$ cat src/rtl/reset_seq_pkg.sv
// Shared types and elaboration helpers for the board reset sequencer.
package reset_seq_pkg;

   typedef enum logic [2:0] {
      ST_ASSERT,
      ST_WAIT_READY,
      ST_GAP,
      ST_DONE,
      ST_ERROR
   } state_t;

   // Width of a channel index; never narrower than one bit.
   function automatic int unsigned chan_w(input int unsigned n);
      return (n <= 1) ? 1 : $clog2(n);
   endfunction

   // True when a CNT_W-bit counter can represent every configured cycle count.
   function automatic bit cnt_w_fits(input int unsigned cnt_w,
                                     input int unsigned hold,
                                     input int unsigned gap,
                                     input int unsigned timeout);
      longint unsigned lim;
      if (cnt_w >= 32) return 1'b1;
      lim = 64'(1) << cnt_w;
      return (64'(hold) < lim) && (64'(gap) < lim) && (64'(timeout) < lim);
   endfunction

endpackage

$ cat src/rtl/sync_bits.sv
// Parametrised-width two-flop synchroniser, synchronously cleared.
module sync_bits #(
   parameter int unsigned W = 1
) (
   input  logic         clk,
   input  logic         rst,
   input  logic [W-1:0] d,
   output logic [W-1:0] q
);

   logic [W-1:0] meta;

   always_ff @(posedge clk) begin
      if (rst) begin
         meta <= '0;
         q    <= '0;
      end else begin
         meta <= d;
         q    <= meta;
      end
   end

endmodule

$ cat src/rtl/reset_sequencer.sv
// Releases N reset domains in index order, waiting for each to report ready.
// Optional DONE-state watchdog restart: define RESET_SEQ_WATCHDOG_EN.
module reset_sequencer
   import reset_seq_pkg::*;
#(
   parameter int unsigned NUM_CHANNELS   = 4,
   parameter int unsigned HOLD_CYCLES    = 1024,
   parameter int unsigned GAP_CYCLES     = 16,
   parameter int unsigned TIMEOUT_CYCLES = 65535,
   parameter int unsigned CNT_W          = 17,
   localparam int unsigned CW            = chan_w(NUM_CHANNELS)
) (
   input  logic                    clk_50mhz,
   input  logic                    rst_50mhz,
   input  logic                    soft_reset_in,
   input  logic [NUM_CHANNELS-1:0] ready_in,
   output logic [NUM_CHANNELS-1:0] rst_out,
   output logic                    busy,
   output logic                    done,
   output logic                    timeout_err,
   output logic [CW-1:0]           fail_chan
`ifdef RESET_SEQ_WATCHDOG_EN
   ,
   output logic [7:0]              restart_count
`endif
);

   localparam logic [NUM_CHANNELS-1:0] ONE      = NUM_CHANNELS'(1);
   localparam logic [NUM_CHANNELS-1:0] ALL      = '1;
   localparam logic [CNT_W-1:0]        HOLD_LAST = CNT_W'(HOLD_CYCLES - 1);
   localparam logic [CNT_W-1:0]        GAP_LAST  = CNT_W'(GAP_CYCLES - 1);
   localparam logic [CNT_W-1:0]        TO_LAST   = CNT_W'(TIMEOUT_CYCLES - 1);
   localparam logic [CW-1:0]           LAST_K    = CW'(NUM_CHANNELS - 1);

   if (!cnt_w_fits(CNT_W, HOLD_CYCLES, GAP_CYCLES, TIMEOUT_CYCLES) ||
       NUM_CHANNELS < 1 || NUM_CHANNELS > 16 ||
       HOLD_CYCLES < 1 || TIMEOUT_CYCLES < 1) begin : g_bad_cfg
      $error("reset_sequencer: illegal parameter combination");
   end

   state_t                  state, state_nxt;
   logic [CNT_W-1:0]        cnt, cnt_nxt;
   logic [CW-1:0]           k, k_nxt, k_inc;
   logic [NUM_CHANNELS-1:0] rdy_s, rst_nxt;
   logic                    rdy_k;
   logic                    restart;

`ifdef RESET_SEQ_WATCHDOG_EN
   logic [1:0] wd_cnt, wd_nxt;
   logic       wd_fire;
`endif

   sync_bits #(.W(NUM_CHANNELS)) u_sync (
      .clk (clk_50mhz),
      .rst (rst_50mhz),
      .d   (ready_in),
      .q   (rdy_s)
   );

   assign k_inc = k + CW'(1);
   assign rdy_k = |(rdy_s & (ONE << k));

   // Next-state, counter and reset-vector logic.
   always_comb begin
      state_nxt = state;
      cnt_nxt   = cnt;
      k_nxt     = k;
      rst_nxt   = rst_out;
`ifdef RESET_SEQ_WATCHDOG_EN
      wd_nxt    = 2'd0;
      wd_fire   = 1'b0;
`endif

      case (state)
         ST_ASSERT: begin
            if (cnt == HOLD_LAST) begin
               rst_nxt   = rst_out & ~ONE;
               cnt_nxt   = '0;
               state_nxt = ST_WAIT_READY;
            end else begin
               cnt_nxt = cnt + CNT_W'(1);
            end
         end
         ST_WAIT_READY: begin
            if (rdy_k) begin
               cnt_nxt = '0;
               if (k == LAST_K) begin
                  state_nxt = ST_DONE;
               end else if (GAP_CYCLES == 0) begin
                  rst_nxt = rst_out & ~(ONE << k_inc);
                  k_nxt   = k_inc;
               end else begin
                  state_nxt = ST_GAP;
               end
            end else if (cnt == TO_LAST) begin
               // Park the failed domain back in reset alongside the later ones.
               rst_nxt   = rst_out | (ALL << k);
               state_nxt = ST_ERROR;
            end else begin
               cnt_nxt = cnt + CNT_W'(1);
            end
         end
         ST_GAP: begin
            if (cnt == GAP_LAST) begin
               rst_nxt   = rst_out & ~(ONE << k_inc);
               k_nxt     = k_inc;
               cnt_nxt   = '0;
               state_nxt = ST_WAIT_READY;
            end else begin
               cnt_nxt = cnt + CNT_W'(1);
            end
         end
         ST_DONE: begin
`ifdef RESET_SEQ_WATCHDOG_EN
            if (!(&rdy_s)) begin
               if (wd_cnt == 2'd3) wd_fire = 1'b1;
               else                wd_nxt  = wd_cnt + 2'd1;
            end
`else
            state_nxt = ST_DONE;
`endif
         end
         ST_ERROR: state_nxt = ST_ERROR;
         default:  state_nxt = ST_ASSERT;
      endcase

`ifdef RESET_SEQ_WATCHDOG_EN
      restart = soft_reset_in | wd_fire;
`else
      restart = soft_reset_in;
`endif
      if (restart) begin
         state_nxt = ST_ASSERT;
         cnt_nxt   = '0;
         k_nxt     = '0;
         rst_nxt   = '1;
      end
   end

   // State register with registered status outputs.
   always_ff @(posedge clk_50mhz) begin
      if (rst_50mhz) begin
         state       <= ST_ASSERT;
         cnt         <= '0;
         k           <= '0;
         rst_out     <= '1;
         busy        <= 1'b1;
         done        <= 1'b0;
         timeout_err <= 1'b0;
         fail_chan   <= '0;
      end else begin
         state       <= state_nxt;
         cnt         <= cnt_nxt;
         k           <= k_nxt;
         rst_out     <= rst_nxt;
         busy        <= state_nxt inside {ST_ASSERT, ST_WAIT_READY, ST_GAP};
         done        <= (state_nxt == ST_DONE);
         timeout_err <= (state_nxt == ST_ERROR);
         fail_chan   <= (state_nxt == ST_ERROR) ? k_nxt : '0;
      end
   end

`ifdef RESET_SEQ_WATCHDOG_EN
   // Watchdog run-length counter and saturating restart tally.
   always_ff @(posedge clk_50mhz) begin
      if (rst_50mhz) begin
         wd_cnt        <= 2'd0;
         restart_count <= 8'd0;
      end else begin
         wd_cnt <= wd_nxt;
         if (wd_fire && restart_count != 8'hFF)
            restart_count <= restart_count + 8'd1;
      end
   end
`endif

endmodule
$ cat config.mk
export PLATFORM = sky130hd
export DESIGN_NAME = reset_sequencer
export DESIGN_NICKNAME = d
export VERILOG_FILES = /design/src/rtl/reset_seq_pkg.sv /design/src/rtl/sync_bits.sv /design/src/rtl/reset_sequencer.sv
export SDC_FILE = /design/constraint.sdc
export NUM_CORES = 1
export LEC_CHECK = 0
export ABC_AREA = 0
export BUFFER_PORTS_ARGS = -buffer_cell sky130_fd_sc_hd__buf_4
export CORE_AREA = 2 2 64 66
export CTS_CLUSTER_SIZE = 20
export DETAILED_ROUTE_END_ITERATION = 6
export DIE_AREA = 0 0 66 68
export PLACE_DENSITY = 0.79
export SLEW_MARGIN = 20
export SYNTH_ARGS = -nofsm -noshare
export SYNTH_HDL_FRONTEND = slang
export SYNTH_SLANG_ARGS = --single-unit
export TNS_END_PERCENT = 10
$ cat constraint.sdc
create_clock -name clk_50mhz -period 3.38 [get_ports clk_50mhz]
set_input_delay 0.338 -clock clk_50mhz [delete_from_list [all_inputs] [get_ports clk_50mhz]]
set_output_delay 0.338 -clock clk_50mhz [all_outputs]
set_load 0.005 [all_outputs]
==> metrics.md <==
| Metric | Value |
|---|---|
| Run status | finished clean |
| Inserted Clock Buffers | 5 |
| First-pass GRT wire length | 7200 um |
| Tmin final | 2.78 ns |
| Final Skew | 0.00507 ns |
| CP Data Arrival Time | 3.00 ns |
| Setup violators final | 0 |
| Via/cell ratio | 5.97 |
| Buffer levels on the longest clock path | 2 |
| Worst slack, placed | 0.688 ns |
| Register share of total power | 56.2% |
| Antenna cells | 0 |
| I/O pin cnt | 16 |
| Maximum frequency from static timing analysis | 360 MHz |
| Critical path's largest stage delay | 0.48 ns |
| Antenna violations before repair | 0 |
| Routed wirelength normalized by instance count | 14.6 um |
| Power per standard cell area | 378 mW/mm^2 |
| Maximum fanout count along the critical path | 14 |
| Setup repair after global routing missed its margin | false |
| Share of final-layout standard cells stronger than drive strength 1 | 10.8% |
| Remaining DRCs | 0 |
| Path type of the worst min-delay path | input port to flip-flop |
| Count of unique library cells instantiated by Yosys | 44 |
| Hold Violations, Final | 0 |
| Antenna violation net count after detailed routing | 0 |
| Number of global-route vias before repair | 1557 |
| Final period utilization | 82.1% |
| Endpoint class of the critical path | flip-flop |
| Area share of the leading cell type in the synthesized netlist | 39.1% |
| Switching share of total power | 22.9% |
| Clock network fraction of design power | 41.2% |
| DIE WIDTH | 66 um |
| Yosys top cell by area | sky130_fd_sc_hd__dfxtp_1 |
| Syn-to-layout area delta | 10.2% |
| Hold bufs inserted after CTS | 0 |
| Number of I/O port buffers | 15 |
| Root buffer selected by CTS | sky130_fd_sc_hd__clkbuf_8 |
| Area of the die | 0.00449 sq mm |
| Max Cap Violations | 0 |
| Later-pin clock latency in the skew report | 0.30 ns |
| Wire length the detailed router placed on met1 | 2050 um |
| Most used cell, CP | sky130_fd_sc_hd__a21oi_1 |
| Final-layout worst hold slack | 0.245 ns |
| GR Util All Layers | 21.1% |
| Leakage | 0.774 nW |
| Detailed-router iteration count before antenna repair | 5 |
| Detailed placer's ending HPWL | 3030 um |
| Number of max-slew violations in the final report | 0 |
| Number of warning messages in the yosys log | 0 |
| Placer Congestion | 0.853 |
| Critical path's top delay family | compound AO/OA/AOI/OAI gates |
| Number of clock sinks | 39 |
| Total met2 wirelength after detailed routing | 2090 um |
| Die height | 68 um |
| Initial drt markers | 93 |
| Post CTS Setup Buffer Count | 0 |
| Number of nets in the finished design | 264 |
| Pint | 0.641 mW |
| Category of the critical setup timing path | flip-flop to flip-flop |
| Number of register bits inferred by synthesis | 39 |
| FP Rows | 23 |
| Top layer reached by signal wires | met4 |
| Number of enable flip-flop cells after synthesis | 0 |
| Count of cells resized by post-cts repair | 0 |
| Overflow after GRT | 0 |
| Psw | 0.190 mW |
| Sequential area share after synthesis | 39.1% |
| Relative slew slack | 43.0% |
| Clock-pin slew on the worst setup and hold paths | 0.08 ns |
| Cell-by-cell listing of the critical path | inv_1 > ha_1 > a22oi_1 > a21oi_1 > o21bai_1 > or3_4 > or4_1 > a21oi_1 |
| Top post-synthesis cells by area | sky130_fd_sc_hd__dfxtp_1 39%, sky130_fd_sc_hd__a21oi_1 5.0%, sky130_fd_sc_hd__nand3_1 4.8%, sky130_fd_sc_hd__nand2_1 4.5%, sky130_fd_sc_hd__ha_1 4.4% |
| Startpoint class of the critical path | flip-flop |
| Gate Count Post-Synth | 240 |
| Worst IR drop on VDD | 0.226 mV |
| Initial standard-cell utilization of the core | 51.7% |
| Mean instance size in the synthesized netlist | 8.31 sq um |
| TritonCTS clock tree | done |
| Combinational share of power | 2.7% |
| Highest-count cells in the layout ignoring fill and taps | 39 x sky130_fd_sc_hd__dfxtp_1, 24 x sky130_fd_sc_hd__nand2_1, 20 x sky130_fd_sc_hd__a21oi_1 |
| Worst path buffer plus inverter count | 1 |
| Least-Margin Pin Slew | 0.855 ns |
| Most common cell after layout, fill and taps aside | sky130_fd_sc_hd__dfxtp_1 |
| Combined area of all synthesized cells | 0.00199 sq mm |
| Number of H-tree levels | 2 |
| Number of vias in the routed layout | 1798 |
| Worst Slack Setup Final | 0.604 ns |
| Fillers | 376 |
| Maximum number of pins on one net before global-route repair | 23 |
| Number of cells traversed by the worst register-to-register path | 8 |
| Critical path depth in cells | 8 |
| Main flop type after synthesis | sky130_fd_sc_hd__dfxtp_1 |
| Async set-or-reset flop fraction in the synthesized netlist | 0% |
| Slowest cell on the critical path | sky130_fd_sc_hd__or4_1 |
| Total nets after synthesis | 254 |
| Wire length reported by the detailed router | 4400 um |
| Routed wire length on met3 | 202 um |
| Setup_tns | 0 ns |
| Required time of the critical path | 3.61 ns |
| Hold-critical path depth | 2 |
| Area inside the core boundary | 0.00386 sq mm |
[worst reg2reg max path: cells and delay by family (launching register included)]
| family | cells | cell delay (ns) |
|---|---|---|
| flip-flops | 1 | 0.43 |
| AND/OR/NAND/NOR | 2 | 0.93 |
| AO/OA/AOI/OAI | 4 | 0.99 |
| buffers and inverters | 1 | 0.11 |
| adder cells (fa/ha/maj) | 1 | 0.24 |
[sequential cells by signal, indices dropped and copies added, names as in the netlist]
signal	count
cnt	17
state	3
u_sync.meta	4
busy	1
fail_chan	2
rst_out	4
u_sync.q	4
timeout_err	1
done	1
k	2
[cell families after synthesis]
kind of cell,share of synthesized area [%]
AOI/OAI and AO/OA,18.3
xor gates and xnor gates,0.439
adders and majority gates,4.39
buffers and inverters,4.45
DFF,39.1
muxes,1.00
and+or+nand+nor,32.2
[power by group through the flow]
stage                     Combinational (mW)  Clock [mW]  Sequential (mW)
after floorplan                       0.0125           0            0.477
after global placement                0.0221           0            0.478
after detailed placement              0.0222           0            0.478
after CTS                             0.0224       0.350            0.467
after global routing                  0.0243       0.366            0.468
final                                 0.0222       0.342            0.467
[cell usage after synthesis (all sizes together) (3+ instances only)]
cell	count
inv	5
and4	5
o21ai	14
a31oi	6
nor2	13
nand3	19
a21oi	20
nand2b	4
nor4	5
dfxtp	39
clkbuf	7
buf	5
ha	7
or4	3
or3	12
nand4	3
a2bb2oi	5
nand2	24
nor3	6
nor2b	10
and3	4
[cell type report]
| type | count | area (sq um) | share of cell area (%) |
|---|---|---|---|
| Clock buffer | 6 | 82.6 | 3.76 |
| Clock inverter | 2 | 16.3 | 0.740 |
| Inverter | 5 | 18.8 | 0.854 |
| Multi-Input combinational cell | 184 | 1120 | 51.2 |
| Sequential cell | 39 | 781 | 35.5 |
| Tap cell | 50 | 62.6 | 2.85 |
| Timing Repair Buffer | 15 | 113 | 5.12 |
[per-stage QoR]
step | instances | power (mW) | util [%] | cell area (sq um)
after floorplan | 240 | 0.490 | - | 1990
after global placement | 293 | 0.500 | 54.4 | 2100
after detailed placement | 293 | 0.500 | 54.4 | 2100
after CTS | 301 | 0.840 | 57.0 | 2200
after global routing | 301 | 0.858 | 57.0 | 2200
final | 301 | 0.831 | 57.0 | 2200
[path summary, 6_finish.rpt]
check,end,slack [ns],start
worst max-delay path,cnt[16]$_SDFFE_PP0P_,0.60,k[0]$_SDFF_PP0_
worst min-delay path,u_sync.meta[1]$_SDFF_PP0_,0.24,ready_in[1]
worst max register to register,cnt[16]$_SDFFE_PP0P_,0.60,k[0]$_SDFF_PP0_
worst min register to register,u_sync.q[1]$_SDFF_PP0_,0.44,u_sync.meta[1]$_SDFF_PP0_
[layer usage]
metal	vias up	track usage (%)
met4	0	10.2
met1	843	27.9
met3	7	4.11
met2	46	33.3
met5	-	0
li1	902	-
(Power assumes the default switching activity.)
